[config.mk]
export PLATFORM = sky130hd
export DESIGN_NAME = solve_matrix_control
export DESIGN_NICKNAME = d
export VERILOG_FILES = /design/src/rtl/solve_matrix_control.sv
export SDC_FILE = /design/constraint.sdc
export NUM_CORES = 1
export LEC_CHECK = 0
export ABC_AREA = 1
export CAP_MARGIN = 20
export CORE_MARGIN = 3
export CORE_UTILIZATION = 55
export DETAILED_ROUTE_END_ITERATION = 16
export GPL_TIMING_DRIVEN = 0
export PLACE_DENSITY = 0.82
export SLEW_MARGIN = 5
export SYNTH_ARGS = -nofsm -noshare
export SYNTH_HDL_FRONTEND = slang
export SYNTH_SLANG_ARGS = --single-unit
[constraint.sdc]
create_clock -name clk -period 4.3 [get_ports clk]
set_clock_uncertainty 0.1 [all_clocks]
set_input_delay 0.86 -clock clk [delete_from_list [all_inputs] [get_ports clk]]
set_output_delay 0.86 -clock clk [all_outputs]
set_load 0.03 [all_outputs]
[src/rtl/solve_matrix_control.sv]
// Sequencer for the Gauss-Jordan solve datapath. It issues one command per stage and
// advances on level acks. It also provides restart, abort, a per-stage watchdog and status.
module solve_matrix_control #(
    parameter int              WD_W     = 16,
    parameter logic [WD_W-1:0] MAX_WAIT = 16'd4000
) (
    input  logic       clk,
    input  logic       resetn,
    input  logic       start,
    input  logic       abort,
    input  logic       triangular_reached,
    input  logic       row_updated,
    input  logic       leading_number_found,
    input  logic       double_entries_read,
    input  logic       double_entries_wrote,
    input  logic       rows_swapped,
    input  logic       denominator_fetched,
    input  logic       division_done,
    input  logic       multiply_row_chosen,
    input  logic       multiplier_fetched,
    input  logic       multiplication_done,
    input  logic       type_III_elimination_done,
    output logic       data_reset,
    output logic       go_update_row,
    output logic       find_leading_number,
    output logic       read_double_entries,
    output logic       write_double_entries,
    output logic       go_fetch_denominator,
    output logic       go_input_divider,
    output logic       choose_multiply_row,
    output logic       go_fetch_multiplier,
    output logic       go_input_multiplier,
    output logic       busy,
    output logic       done,
    output logic       error,
    output logic [3:0] state_o,
    output logic [3:0] pivot_count
);

    // state   | meaning
    // IDLE    | waiting for start
    // RST     | one-cycle datapath reset, pivot count cleared
    // UPD     | update row / test for triangular form
    // FIND    | search pivot column for a leading number
    // RD, WR  | swap rows entry by entry
    // FDEN    | fetch pivot denominator
    // DIV     | normalise pivot row
    // CHR     | choose row to eliminate
    // FMUL    | fetch multiplier
    // MUL     | type-III elimination step
    // DONE    | solve complete, start restarts
    // ERROR   | watchdog expired, left only by abort or reset
    typedef enum logic [3:0] {
        S_IDLE  = 4'd0,
        S_RST   = 4'd1,
        S_UPD   = 4'd2,
        S_FIND  = 4'd3,
        S_RD    = 4'd4,
        S_WR    = 4'd5,
        S_FDEN  = 4'd6,
        S_DIV   = 4'd7,
        S_CHR   = 4'd8,
        S_FMUL  = 4'd9,
        S_MUL   = 4'd10,
        S_DONE  = 4'd11,
        S_ERROR = 4'd12
    } state_t;

    state_t          state, next_state;
    logic [WD_W-1:0] wd, wd_d, wd_inc;
    logic [3:0]      pivot_q, pivot_d;
    logic [9:0]      cmd_q, cmd_d;
    logic            busy_q, busy_d, done_q, done_d, error_q, error_d;
    logic            cmd_state, timeout;

    assign cmd_state = (state != S_IDLE) && (state != S_DONE) && (state != S_ERROR);
    assign wd_inc    = (&wd) ? wd : wd + 1'b1;
    assign timeout   = (MAX_WAIT != '0) && (wd_inc >= MAX_WAIT);

    always_comb begin
        next_state = state;
        case (state)
            S_IDLE:  if (start) next_state = S_RST;
            S_RST:   next_state = S_UPD;
            S_UPD:   if (triangular_reached)        next_state = S_DONE;
                     else if (row_updated)          next_state = S_FIND;
            S_FIND:  if (rows_swapped)              next_state = S_FDEN;
                     else if (leading_number_found) next_state = S_RD;
            S_RD:    if (rows_swapped)              next_state = S_FDEN;
                     else if (double_entries_read)  next_state = S_WR;
            S_WR:    if (double_entries_wrote)      next_state = S_RD;
            S_FDEN:  if (denominator_fetched)       next_state = S_DIV;
            S_DIV:   if (division_done)             next_state = S_CHR;
            S_CHR:   if (type_III_elimination_done) next_state = S_UPD;
                     else if (multiply_row_chosen)  next_state = S_FMUL;
            S_FMUL:  if (multiplier_fetched)        next_state = S_MUL;
            S_MUL:   if (multiplication_done)       next_state = S_CHR;
            S_DONE:  if (start) next_state = S_RST;
            S_ERROR: next_state = S_ERROR;
            default: next_state = S_IDLE;
        endcase
        // A stage that acks on the same edge the watchdog expires is allowed to advance.
        if (cmd_state && (next_state == state) && timeout) next_state = S_ERROR;
        if (abort) next_state = S_IDLE;
    end

    always_comb begin
        wd_d    = (next_state != state) ? '0 : (cmd_state ? wd_inc : wd);
        pivot_d = pivot_q;
        if (next_state == S_RST)
            pivot_d = 4'd0;
        else if ((state == S_CHR) && (next_state == S_UPD) && (pivot_q != 4'hF))
            pivot_d = pivot_q + 4'd1;

        cmd_d = '0;
        case (next_state)
            S_RST:   cmd_d[0] = 1'b1;
            S_UPD:   cmd_d[1] = 1'b1;
            S_FIND:  cmd_d[2] = 1'b1;
            S_RD:    cmd_d[3] = 1'b1;
            S_WR:    cmd_d[4] = 1'b1;
            S_FDEN:  cmd_d[5] = 1'b1;
            S_DIV:   cmd_d[6] = 1'b1;
            S_CHR:   cmd_d[7] = 1'b1;
            S_FMUL:  cmd_d[8] = 1'b1;
            S_MUL:   cmd_d[9] = 1'b1;
            default: cmd_d = '0;
        endcase
        busy_d  = (next_state != S_IDLE) && (next_state != S_DONE) && (next_state != S_ERROR);
        done_d  = (next_state == S_DONE);
        error_d = (next_state == S_ERROR);
    end

    always_ff @(posedge clk or negedge resetn) begin
        if (!resetn) begin
            state   <= S_IDLE;
            wd      <= '0;
            pivot_q <= 4'd0;
            cmd_q   <= '0;
            busy_q  <= 1'b0;
            done_q  <= 1'b0;
            error_q <= 1'b0;
        end else begin
            state   <= next_state;
            wd      <= wd_d;
            pivot_q <= pivot_d;
            cmd_q   <= cmd_d;
            busy_q  <= busy_d;
            done_q  <= done_d;
            error_q <= error_d;
        end
    end

    assign data_reset           = cmd_q[0];
    assign go_update_row        = cmd_q[1];
    assign find_leading_number  = cmd_q[2];
    assign read_double_entries  = cmd_q[3];
    assign write_double_entries = cmd_q[4];
    assign go_fetch_denominator = cmd_q[5];
    assign go_input_divider     = cmd_q[6];
    assign choose_multiply_row  = cmd_q[7];
    assign go_fetch_multiplier  = cmd_q[8];
    assign go_input_multiplier  = cmd_q[9];
    assign busy                 = busy_q;
    assign done                 = done_q;
    assign error                = error_q;
    assign state_o              = state;
    assign pivot_count          = pivot_q;

endmodule

==> flow_summary.json <==
{
  "io_pins": 37,
  "grt_pass1_wl_um": 10200,
  "powerDensity_nw_per_um2": 567,
  "seqCellArea_um2": 926,
  "cts_resized": 0,
  "die_area_um2": 5550,
  "htreeDepth": 2,
  "hold_buffers": 0,
  "crit_top_cell": "nand2_2",
  "wl_per_cell_um": 13.6,
  "worstMarginPinSlew_ns": 0.825,
  "overflow": 0,
  "coreArea_um2": 4440,
  "setup_tns_ns": 0,
  "leakage_nw": 1.49,
  "final_layout_size_suffix_gt1_share_pct": 17.5,
  "postSynthAreaPerCell_um2": 7.27,
  "synth_cells": 355,
  "num_vias": 2476,
  "cts_made_buffers": 5,
  "status": "finished clean",
  "place_ws_ns": 1.00,
  "antenna_cells": 0,
  "final_common_cell": "nand2_1",
  "synth_seq_cells": 37,
  "grt_pass1_vias": 2269,
  "fmax_mhz": 332,
  "max-cap-violations": 0,
  "ant_nets": 0,
  "wl_met2_um": 2830,
  "peakVddDrop_mv": 0.663,
  "crit_family": "simple AND/OR/NAND/NOR gates",
  "clk_path_buf_depth": 2,
  "routabilityCongestion": 0.919,
  "worstPathArrival_ns": 3.08,
  "ys_warn_count": 0,
  "placed_cells": 443,
  "num_rows": 24,
  "slowest_stage": "clkdlybuf4s50_1",
  "multi_input_area_um2": 1450,
  "drt-met1-wl_um": 2860,
  "start_util_pct": 58.1,
  "rsz0062_at_grt": "no",
  "io_buffers": 36,
  "synth_top_area_cell": "dfrtp_1",
  "fin_area_um2": 3090,
  "cp_slowest_stage_delay_ns": 0.45,
  "crit_chain": "clkdlybuf4s50_1, inv_1, o21ai_0, nand2_1, nand3_2, nor2_4, nand2_2, nand2_2, nand2_2, nor2_4, nand3_4, nand2_2, nand2_2, xor2_1, nor2_4, nand2_4, buf_12, nor2_4",
  "required_ns": 4.37,
  "syn2layout_area_growth_pct": 19.5,
  "slew_viol_final": 0,
  "dieWidth_um": 74.5,
  "placed_area_um2": 3000,
  "wl_um": 6130,
  "slew_headroom_pct": 45.0,
  "hpwl_um": 4570,
  "seq_area_frac_synth_pct": 35.9,
  "dr.first_iter.drc_count": 196,
  "crit_path_end_kind": "register",
  "netlist_area_um2": 2580,
  "power_mw": 1.75,
  "period_share_pct": 70.1,
  "hold_viol": 0,
  "syn_nets": 373,
  "layout_min_cycle_time_ns": 3.01,
  "finalNetCount": 416,
  "cts_root_buf": "clkbuf_8",
  "final_cell_mix": "nand2_1 (84), nor2_1 (46), dfrtp_1 (37)",
  "synth_area_leaders": "dfrtp_1 (36%), nand2_1 (12%), nor2_1 (6.7%), nor2_4 (5.7%), nand3_1 (5.6%)",
  "grt_max_degree": 38,
  "met3_length_um": 364,
  "antenna_found_initial": 0,
  "setup_slack_ns": 1.29,
  "drc": 0,
  "final_cells": 451,
  "hold_path.class": "register to register",
  "path_class": "primary input to register",
  "fill_cells": 357,
  "insertion_delay_ns": 0.29,
  "cts_sinks": 37,
  "critPathMaxFanout": 10,
  "yosysTopAreaCellShare_pct": 35.9,
  "ys_types": 33,
  "cts_tree": "built",
  "top_layer_used": "met4",
  "postCtsSetupRepairBufs": 0,
  "final-setup-viol-count": 0,
  "crit_path_start_kind": "primary input",
  "drt-pass1-iter-count": 5,
  "worst-path-buf-inv": 3,
  "die_h_um": 74.5,
  "grt.total_usage_pct": 23.8,
  "vias_per_cell": 5.49,
  "clk_pin_slew_ns": 0.07
}
-- metrics by stage --
| stage | util [%] | hold slack (ns) |
|---|---|---|
| 2_1_floorplan | - | 0.420 |
| 3_3_place_gp | 67.7 | 0.440 |
| 3_5_place_dp | 67.6 | 0.458 |
| 4_1_cts | 69.4 | 0.474 |
| 5_1_grt | 69.4 | 0.506 |
| 6_report | 69.4 | 0.472 |
-- cells in the mapped netlist, drive strengths merged --
library cell and instances:
a21oi 5, dfrtp 37, xnor2 1, ha 2
nor3 6, o211ai 1, buf 2, mux2i 1
nand2 105, clkinv 1, xor2 9, o21ai 20
nor2 69, a31oi 1, nand4 13, inv 43
nand3b 1, nand3 34, clkbuf 2, and2 1
a211oi 1
-- kinds of logic after synthesis --
kind of cell             synth area share, %
flip-flops                              35.9
multiplexers                           0.388
adder cells (fa/ha/maj)                0.969
buffers and inverters                   7.99
XOR/XNOR                                3.39
AND/OR/NAND/NOR                         45.6
AO/OA/AOI/OAI                           5.81
-- flip-flops by register name, summed over array words and instances (netlist names) --
| register | cells |
|---|---|
| wd | 16 |
| cmd_q | 10 |
| pivot_count | 4 |
| state_o | 4 |
| busy | 1 |
| done | 1 |
| error | 1 |
-- final timing paths --
kind	from	end	slack, ns	cells after the start
worst max-delay path	rows_swapped	wd[4]	1.29	18
min in group asynchronous	resetn	wd[9]	0.57	1
worst min-delay path	pivot_count[1]	pivot_count[1]	0.47	2
max in group asynchronous	resetn	cmd_q[9]	3.01	1
worst min register to register	pivot_count[1]	pivot_count[1]	0.47	2
worst max register to register	wd[0]	wd[4]	1.38	20
-- worst register-to-register path, delay by kind of cell (launching register included) --
kind                       cells  cell delay, ns
adders and majority gates      1            0.26
and+or+nand+nor               14            1.22
DFF                            1            0.43
buffers and inverters          4            0.55
xor gates and xnor gates       1            0.24
-- per-layer routing --
layer	vias up	GRT usage, %
li1	1223	-
met1	1146	34.9
met2	97	36.1
met3	10	4.59
met4	0	6.72
met5	-	0
-- cell type report --
| type | instances | share of cell area, % |
|---|---|---|
| Inverter | 44 | 5.43 |
| Clock inverter | 2 | 0.324 |
| Timing Repair Buffer | 36 | 11.5 |
| Buffer | 4 | 1.26 |
| Tap cell | 52 | 2.11 |
| Sequential cell | 37 | 30.0 |
| Multi-Input combinational cell | 270 | 47.0 |
| Clock buffer | 6 | 2.35 |
-- where the power goes --
part	total (mW)	switching, mW	internal [mW]
clock	0.236	0.123	0.112
sequential	0.494	0.0743	0.420
combinational	1.02	0.664	0.356
No activity file was read; power rests on OpenSTA's default activity.
